===== config.mk =====
export PLATFORM = sky130hd
export DESIGN_NAME = k_mem_access_ctrl
export DESIGN_NICKNAME = d
export VERILOG_FILES = /design/src/rtl/k_mem_pkg.sv /design/src/rtl/k_load_align.sv /design/src/rtl/k_mem_access_ctrl.sv
export SDC_FILE = /design/constraint.sdc
export NUM_CORES = 1
export LEC_CHECK = 0
export CAP_MARGIN = 5
export CORE_ASPECT_RATIO = 0.75
export CORE_UTILIZATION = 44
export CTS_BUF_LIST = sky130_fd_sc_hd__clkbuf_16
export DETAILED_ROUTE_END_ITERATION = 7
export PLACE_DENSITY = 0.84
export SLEW_MARGIN = 0
export SYNTH_ARGS = -nofsm -noshare
export SYNTH_HDL_FRONTEND = slang
export SYNTH_HIERARCHICAL = 1
export SYNTH_SLANG_ARGS = --single-unit
export TNS_END_PERCENT = 5

===== constraint.sdc =====
create_clock -name K_clk -period 2.5 [get_ports K_clk]
set_clock_uncertainty 0.1 [all_clocks]
set_input_delay 0.5 -clock K_clk [delete_from_list [all_inputs] [get_ports K_clk]]
set_output_delay 0.5 -clock K_clk [all_outputs]
set_load 0.05 [all_outputs]

===== src/rtl/k_mem_pkg.sv =====
// Shared definitions for the data-memory access controller: access-size
// encodings, controller state encoding, lane byte-enable constants and the
// lane helpers used when a request is accepted.
package k_mem_pkg;

   // Access size as presented by the pipeline; 2'b11 behaves as a word
   typedef enum logic [1:0] {
      SIZE_BYTE   = 2'b00,
      SIZE_HALF   = 2'b01,
      SIZE_WORD   = 2'b10,
      SIZE_WORD_X = 2'b11
   } size_e;

   typedef enum logic [1:0] {
      ST_IDLE = 2'b00,
      ST_BUSY = 2'b01,
      ST_RESP = 2'b10
   } state_e;

   localparam int unsigned DATA_W = 32;
   localparam int unsigned BE_W   = DATA_W / 8;

   // Lane-0 byte enables, shifted up to the addressed lane
   localparam logic [BE_W-1:0] BE_BYTE = 4'b0001;
   localparam logic [BE_W-1:0] BE_HALF = 4'b0011;
   localparam logic [BE_W-1:0] BE_WORD = 4'b1111;

   // Little-endian byte enables; offending low bits of halves are dropped
   function automatic logic [BE_W-1:0] byte_en(input size_e size, input logic [1:0] off);
      case (size)
         SIZE_BYTE: return BE_BYTE << off;
         SIZE_HALF: return BE_HALF << {off[1], 1'b0};
         default:   return BE_WORD;
      endcase
   endfunction

   // Replicate narrow store data across every lane so the RAM sees it on any lane
   function automatic logic [DATA_W-1:0] store_data(input size_e size, input logic [DATA_W-1:0] wd);
      case (size)
         SIZE_BYTE: return {4{wd[7:0]}};
         SIZE_HALF: return {2{wd[15:0]}};
         default:   return wd;
      endcase
   endfunction

   // Natural-alignment test: halves on even, words on multiple-of-4 addresses
   function automatic logic is_misaligned(input size_e size, input logic [1:0] off);
      case (size)
         SIZE_BYTE: return 1'b0;
         SIZE_HALF: return off[0];
         default:   return (off != 2'b00);
      endcase
   endfunction

endpackage


===== src/rtl/k_load_align.sv =====
// Load lane select and extension (purely combinational).
//   size        : latched access size
//   offset      : latched byte offset addr[1:0]
//   is_unsigned : 1 = zero-extend, 0 = sign-extend
//   word        : raw 32-bit RAM read data
//   data_c      : right-justified, extended load result
module k_load_align
   import k_mem_pkg::*;
(
   input  size_e             size,
   input  logic [1:0]        offset,
   input  logic              is_unsigned,
   input  logic [DATA_W-1:0] word,
   output logic [DATA_W-1:0] data_c
);

   logic [7:0]  byte_sel;
   logic [15:0] half_sel;
   logic        sign_bit;

   always_comb begin
      byte_sel = 8'(word >> {offset, 3'b000});
      half_sel = offset[1] ? word[31:16] : word[15:0];
      sign_bit = 1'b0;
      data_c   = word;
      case (size)
         SIZE_BYTE: begin
            sign_bit = ~is_unsigned & byte_sel[7];
            data_c   = {{24{sign_bit}}, byte_sel};
         end
         SIZE_HALF: begin
            sign_bit = ~is_unsigned & half_sel[15];
            data_c   = {{16{sign_bit}}, half_sel};
         end
         default: data_c = word;
      endcase
   end

endmodule


===== src/rtl/k_mem_access_ctrl.sv =====
// Load/store unit front end: accepts one pipeline memory request at a time,
// runs a req/ack handshake with the data RAM and returns a one-cycle
// completion pulse with the aligned, extended load data.
// Optional build macro K_MEM_ALIGN_CHECK_EN: misaligned half/word accesses
// are not sent to the RAM and complete with K_misalign=1 instead.
// Ports:
//   K_clk, K_rst_n                       clock, async active-low reset
//   K_req_valid/write/size/unsigned/addr/wdata   pipeline request
//   K_stall                              pipeline must hold the request
//   K_rsp_valid, K_rsp_rdata, K_misalign completion
//   K_ram_req/we/be/addr/wdata, K_ram_ack, K_ram_rdata   data-RAM handshake
module k_mem_access_ctrl
   import k_mem_pkg::*;
#(
   parameter int unsigned ADDR_W = 32,
   parameter int unsigned RAM_AW = ADDR_W - 2
) (
   input  logic              K_clk,
   input  logic              K_rst_n,
   input  logic              K_req_valid,
   input  logic              K_req_write,
   input  logic [1:0]        K_req_size,
   input  logic              K_req_unsigned,
   input  logic [ADDR_W-1:0] K_req_addr,
   input  logic [DATA_W-1:0] K_req_wdata,
   output logic              K_stall,
   output logic              K_rsp_valid,
   output logic [DATA_W-1:0] K_rsp_rdata,
   output logic              K_misalign,
   output logic              K_ram_req,
   output logic              K_ram_we,
   output logic [BE_W-1:0]   K_ram_be,
   output logic [RAM_AW-1:0] K_ram_addr,
   output logic [DATA_W-1:0] K_ram_wdata,
   input  logic              K_ram_ack,
   input  logic [DATA_W-1:0] K_ram_rdata
);

   state_e            state;
   size_e             size_q;
   logic [1:0]        off_q;
   logic              uns_q;
   logic              misalign_q;
   logic              mis_c;
   size_e             req_size_c;
   logic [DATA_W-1:0] load_data_c;

   assign req_size_c = size_e'(K_req_size);

`ifdef K_MEM_ALIGN_CHECK_EN
   assign mis_c = is_misaligned(req_size_c, K_req_addr[1:0]);
`else
   assign mis_c = 1'b0;
`endif

   // Combinational so the pipeline freezes in the same cycle it presents a request
   assign K_stall    = ((state == ST_IDLE) && K_req_valid) || (state == ST_BUSY);
   assign K_misalign = misalign_q;

   k_load_align u_load_align (
      .size        (size_q),
      .offset      (off_q),
      .is_unsigned (uns_q),
      .word        (K_ram_rdata),
      .data_c      (load_data_c)
   );

   // Controller FSM with registered RAM and response outputs
   always_ff @(posedge K_clk or negedge K_rst_n) begin
      if (!K_rst_n) begin
         state       <= ST_IDLE;
         size_q      <= SIZE_BYTE;
         off_q       <= 2'b00;
         uns_q       <= 1'b0;
         misalign_q  <= 1'b0;
         K_rsp_valid <= 1'b0;
         K_rsp_rdata <= '0;
         K_ram_req   <= 1'b0;
         K_ram_we    <= 1'b0;
         K_ram_be    <= '0;
         K_ram_addr  <= '0;
         K_ram_wdata <= '0;
      end else begin
         K_rsp_valid <= 1'b0;
         case (state)
            ST_IDLE: begin
               if (K_req_valid) begin
                  size_q <= req_size_c;
                  off_q  <= K_req_addr[1:0];
                  uns_q  <= K_req_unsigned;
                  if (mis_c) begin
                     // Faulting access never reaches the RAM
                     state       <= ST_RESP;
                     K_rsp_valid <= 1'b1;
                     misalign_q  <= 1'b1;
                  end else begin
                     state       <= ST_BUSY;
                     K_ram_req   <= 1'b1;
                     K_ram_we    <= K_req_write;
                     K_ram_be    <= byte_en(req_size_c, K_req_addr[1:0]);
                     K_ram_addr  <= RAM_AW'(K_req_addr[ADDR_W-1:2]);
                     K_ram_wdata <= store_data(req_size_c, K_req_wdata);
                  end
               end
            end
            ST_BUSY: begin
               if (K_ram_ack) begin
                  state       <= ST_RESP;
                  K_ram_req   <= 1'b0;
                  K_rsp_valid <= 1'b1;
                  if (!K_ram_we) begin
                     K_rsp_rdata <= load_data_c;
                  end
               end
            end
            ST_RESP: begin
               // Requests are not sampled here; next acceptance is in IDLE
               state      <= ST_IDLE;
               misalign_q <= 1'b0;
            end
            default: state <= ST_IDLE;
         endcase
      end
   end

endmodule

==> impl_results.md, run 1 <==
* WP buf/inv at 1
* Most common cell after layout, fill and taps aside: clkdlybuf4s50_1
* Vias at 4422
* First DRT Iteration DRCs at 312
* WHS at -0.00696 ns
* Initial antenna violation count at 0
* Final setup fails at 0
* FFs w/ async S/R, synth at 100%
* R2R Path End: K_rsp_rdata[10]$_DFFE_PN0P_
* H-tree depth at 3
* FF-to-FF setup slack at 0.39 ns
* Detailed Place HPWL at 10.8 mm
* Vias per cell at 5.10
* Failing checks: hold timing
* Crit path max fanout at 3
* CP top delay family: buffers and inverters
* Synth Instances at 496
* CP Cell Sequence: clkdlybuf4s50_1
* Period utilization at 89.4%
* Area grow syn2layout at 47.5%
* Post-DR wirelength/cell at 16.8 um
* Startpoint Class: flip-flop
* Worst r2r src: off_q[1]$_DFFE_PN0P_
* Die area at 0.0123 sq mm
* Largest net degree at the start of global routing at 47
* Chip width at 128 um
* Skew-Pair Late Insertion Delay at 0.35 ns
* # fillers at 909
* Post-route total power at 0.00885 W
* Clk slew on worst S/H paths at 0.08 ns
* Setup_tns at 0 ns
* Max-slew headroom at 60.1%
* Site row count at 34
* TritonCTS Buffers at 9
* CTS max path bufs at 2
* Vias in the first global route at 4557
* Register area share after synthesis at 51.9%
* Synthesized area at 0.00521 sq mm
* CP arrival at 1.63 ns
* VDD IR max at 0.515 mV
* Share of cells above drive strength 1 at 16.0%
* Crit path required time at 1.90 ns
* Remaining DRCs at 0
* Total GRT Usage at 24.3%
* RSZ-0062 raised after global routing: no
* Status: finished with violations
* Final Hold Fails at 4
* Height of the die at 96.3 um
* 1st-pass router iterations at 4
* Yosys cell types at 40
* Post-CTS Setup Inserts at 0
* Fmax at 447 MHz
* Max Cap Violations at 0
* Commonest non-fill, non-tap cells in the layout: 203 x clkdlybuf4s50_1, 184 x nand2_1, 108 x dfrtp_1, 37 x mux2_2, 32 x mux2i_1
* Avg Synthesized Cell Area at 10.5 sq um
* Hold-fix buffers, CTS at 0
* Pleak at 3.46 nW
* Total gr overflow at 0
* Antenna-violating nets left at 0
* Setup crit end kind: primary output
* N_diodes at 0
* Slew Viols, Final at 0
* Tightest Pin Transition at 0.598 ns
* Fin crit period at 2.23 ns
* Most used flip-flop cell after synthesis: dfrtp_1
* CTS Sinks at 108
* GPL Wtd Cong at 0.867
* FF-to-FF path depth at 4
* Total routed wirelength at 14.6 mm
* Post-synth EDFFs at 0
* PortBufs at 205
* Synth Register Bits at 108
* CP max stage cell: clkdlybuf4s50_1
* Root Driver: clkbuf_16
* Num ports at 207
* Syn Nets at 600
* Syn. warnings at 6
* Hold crit path type: input port to async pin
* First-pass GRT wire length at 22.7 mm
* Kind of critical path: flip-flop to primary output
* Core Box Area at 0.0116 sq mm
* P per Cell Area at 1150 mW/mm^2
* CTS tree: yes
* Initial Utilization at 45.0%
* Post-CTS Resized at 0
* Layout net count at 804
* Peak per-stage delay on the critical path at 0.87 ns
flip-flops by register name, summed over array words and instances, names as in the netlist:
register,flops
size_q,2
state,2
K_ram_we,1
uns_q,1
K_ram_addr,30
K_ram_wdata,32
K_rsp_rdata,32
K_ram_be,4
K_rsp_valid,1
K_ram_req,1
off_q,2
final cells by class:
cell class                      count  area, sq um  share of cell area, %
Sequential cell                   108         2700                   35.2
Timing Repair Buffer              225         2250                   29.2
Multi-Input combinational cell    352         2230                   29.0
Clock buffer                        9          225                   2.93
Tap cell                          162          203                   2.64
Clock inverter                      7         67.6                  0.879
Inverter                            4         15.0                  0.195
metal layers:
| layer | wire [um] | track usage, % |
|---|---|---|
| met2 | 6770 | 40.2 |
| met1 | 6290 | 29.7 |
| met3 | 1090 | 7.39 |
| met5 | 0 | 0 |
| met4 | 431 | 10.7 |
through the flow:
stage | hold slack [ns] | worst slack, ns | util (%) | instance area (sq um) | instances
after floorplan | 0.104 | 0.632 | - | 5210 | 496
after global placement | 0.359 | 0.107 | 63.9 | 7390 | 851
after detailed placement | 0.363 | 0.0415 | 63.9 | 7390 | 851
after CTS | 0.00566 | 0.253 | 66.4 | 7690 | 867
after global routing | 0.0204 | 0.233 | 66.4 | 7690 | 867
final | -0.00696 | 0.265 | 66.4 | 7690 | 867
worst max path at each step:
stage / startpoint / endpoint / slack, ns / cells after the start
finish: K_ram_we$_DFFE_PN0P_ / K_ram_we / 0.27 / 1
global route: K_ram_we$_DFFE_PN0P_ / K_ram_we / 0.23 / 1
CTS: K_ram_we$_DFFE_PN0P_ / K_ram_we / 0.25 / 1
detailed placement: K_ram_rdata[31] / K_rsp_rdata[10]$_DFFE_PN0P_ / 0.04 / 5
global placement: K_ram_rdata[7] / K_rsp_rdata[9]$_DFFE_PN0P_ / 0.11 / 5
floorplan: K_ram_rdata[31] / K_rsp_rdata[10]$_DFFE_PN0P_ / 0.63 / 4
cell usage after synthesis (3+ instances only):
master,instances,area (sq um)
mux2i_1,32,320
mux2_2,37,417
buf_6,8,90.1
clkbuf_1,5,18.8
a22o_1,8,70.1
o221a_2,8,90.1
a21oi_1,5,25.0
inv_1,3,11.3
clkbuf_8,6,82.6
buf_4,3,22.5
o21ai_1,20,100
nand2_1,184,691
o21ai_2,18,158
o21ai_0,6,30.0
dfrtp_1,108,2700
buf_2,8,40.0
a221o_1,8,80.1
nor2_1,4,15.0
where the power goes:
| group | internal (W) | leakage (nW) | total [W] | switching, W |
|---|---|---|---|---|
| combinational | 0.00172 | 1.99 | 0.00478 | 0.00306 |
| sequential | 0.00232 | 1.33 | 0.00268 | 0.000362 |
| clock | 0.000699 | 0.140 | 0.00139 | 0.000690 |
kinds of logic (layout without fill, tap and decap cells):
kind of cell           Yosys count  count (layout)  share of synthesized area [%]
buffers and inverters           36             245                           5.55
other                            1               1                         0.0720
AND/OR/NAND/NOR                202             202                           16.2
AO/OA/AOI/OAI                   76              76                           11.0
flip-flops                     108             108                           51.9
multiplexers                    73              73                           15.3
Power figures use the tool's default switching activity.
==> run 2: changes to the inputs <==
--- a/config.mk
+++ b/config.mk
@@ -11,6 +11,7 @@
 export CTS_BUF_LIST = sky130_fd_sc_hd__clkbuf_16
 export DETAILED_ROUTE_END_ITERATION = 7
 export PLACE_DENSITY = 0.84
+export RECOVER_POWER = 25
 export SLEW_MARGIN = 0
 export SYNTH_ARGS = -nofsm -noshare
 export SYNTH_HDL_FRONTEND = slang
==> run 2 against run 1 <==
Compared with the run above:
- the flow now finishes without violations
- clock power barely moved
- critical path depth did not move
- critical endpoint unchanged
- fmax did not move
- power barely moved
- count of clock-buffer cells in the layout did not move
- register-to-register slack barely moved
- non-clock buffer count did not move
- global-route usage did not move
==> impl_results.md, run 2 (synthesized netlist as in run 1, its figures left out) <==
* Post-CTS Resized at 0
* GPL Wtd Cong at 0.867
* Post-DR wirelength/cell at 16.8 um
* WP buf/inv at 1
* Height of the die at 96.3 um
* Sw frac at 46.4%
* Num ports at 207
* CTS tree: yes
* Layout net count at 804
* Hold-fix buffers, CTS at 0
* Pleak at 3.45 nW
* P per Cell Area at 1150 mW/mm^2
* Tightest Pin Transition at 0.946 ns
* Worst r2r src: off_q[1]$_DFFE_PN0P_
* Vias at 4422
* RSZ-0062 raised after global routing: no
* Comb pwr share at 54.0%
* Total routed wirelength at 14.6 mm
* Fmax at 447 MHz
* Detailed Place HPWL at 10.8 mm
* Largest registers: K_ram_wdata x32, K_rsp_rdata x32, K_ram_addr x30
* Core Box Area at 0.0116 sq mm
* FF-to-FF path depth at 4
* Antenna-violating nets left at 0
* 1st-pass router iterations at 4
* Internal cell power at 0.00474 W
* First-pass GRT wire length at 22.7 mm
* H-tree depth at 3
* First DRT Iteration DRCs at 312
* CTS Sinks at 108
* Crit path max fanout at 3
* R2R Path End: K_rsp_rdata[10]$_DFFE_PN0P_
* Share of cells above drive strength 1 at 16.0%
* Chip width at 128 um
* Root Driver: clkbuf_16
* Max Cap Violations at 0
* # fillers at 910
* CP top delay family: buffers and inverters
* CP max stage cell: clkdlybuf4s50_1
* Crit path required time at 1.90 ns
* CTS max path bufs at 2
* Post-CTS Setup Inserts at 0
* Clock power share at 15.7%
* Total gr overflow at 0
* Slew Viols, Final at 0
* CP arrival at 1.63 ns
* Switching pwr at 0.00411 W
* Hold crit path type: input port to async pin
* Initial Utilization at 45.0%
* Setup_tns at 0 ns
* Die area at 0.0123 sq mm
* Area grow syn2layout at 47.4%
* Post-route total power at 0.00885 W
* Site row count at 34
* TritonCTS Buffers at 9
* Remaining DRCs at 0
* Period utilization at 89.4%
* Setup crit end kind: primary output
* CP Cell Sequence: clkdlybuf4s50_1
* FF-to-FF setup slack at 0.39 ns
* VDD IR max at 0.515 mV
* Vias per cell at 5.10
* Kind of critical path: flip-flop to primary output
* Clk slew on worst S/H paths at 0.08 ns
* Vias in the first global route at 4557
* Status: finished, final reports clean
* Most common cell after layout, fill and taps aside: clkdlybuf4s50_1
* Final setup fails at 0
* Commonest non-fill, non-tap cells in the layout: 203 x clkdlybuf4s50_1, 184 x nand2_1, 108 x dfrtp_1, 37 x mux2_2, 32 x mux2i_1
* Total GRT Usage at 24.3%
* N_diodes at 0
* Initial antenna violation count at 0
* Skew-Pair Late Insertion Delay at 0.35 ns
* Max-slew headroom at 36.9%
* Final Hold Fails at 0
* Peak per-stage delay on the critical path at 0.87 ns
* Fin crit period at 2.23 ns
* Seq pwr share at 30.3%
* Startpoint Class: flip-flop
* PortBufs at 205
* Largest net degree at the start of global routing at 47
-- run 2: changes by cell type in the layout (fill, tap and decap cells not counted) --
cell      delta
buf_4        -1
clkbuf_2     +1
-- run 2: routing by layer --
layer  GRT usage (%)  wire, um  vias to the layer above
li1                -         -                     2085
met1            29.7      6290                     2127
met2            40.2      6770                      171
met3            7.39      1090                       39
met4            10.7       431                        0
met5               0         0                        -
-- run 2: worst max path at each step --
stage | from | end | cells after the start
floorplan | K_ram_rdata[31] | K_rsp_rdata[10]$_DFFE_PN0P_ | 4
global placement | K_ram_rdata[7] | K_rsp_rdata[9]$_DFFE_PN0P_ | 5
detailed placement | K_ram_rdata[31] | K_rsp_rdata[10]$_DFFE_PN0P_ | 5
CTS | K_ram_we$_DFFE_PN0P_ | K_ram_we | 1
global route | K_ram_we$_DFFE_PN0P_ | K_ram_we | 1
finish | K_ram_we$_DFFE_PN0P_ | K_ram_we | 1
-- run 2: cell type report --
type / instances / area, sq um / share of cell area (%)
Clock buffer: 9 / 225 / 2.93
Clock inverter: 7 / 67.6 / 0.879
Timing Repair Buffer: 225 / 2240 / 29.2
Tap cell: 162 / 203 / 2.64
Inverter: 4 / 15.0 / 0.195
Multi-Input combinational cell: 352 / 2230 / 29.0
Sequential cell: 108 / 2700 / 35.2
-- run 2: power groups by stage --
stage                     Sequential, W  Combinational [W]  Clock [W]
after global routing            0.00276            0.00500    0.00150
after CTS                       0.00269            0.00479    0.00142
after detailed placement        0.00271            0.00478          0
final                           0.00268            0.00478    0.00139
after floorplan                 0.00461            0.00121          0
after global placement          0.00268            0.00469          0
-- run 2: per-stage QoR --
| step | util, % | hold WS (ns) | setup slack [ns] | cells | instance area, sq um |
|---|---|---|---|---|---|
| 2_1_floorplan | - | 0.104 | 0.632 | 496 | 5210 |
| 3_3_place_gp | 63.9 | 0.359 | 0.107 | 851 | 7390 |
| 3_5_place_dp | 63.9 | 0.363 | 0.0415 | 851 | 7390 |
| 4_1_cts | 66.4 | 0.00566 | 0.253 | 867 | 7690 |
| 5_1_grt | 66.4 | 0.243 | 0.233 | 867 | 7680 |
| 6_report | 66.4 | 0.170 | 0.265 | 867 | 7680 |
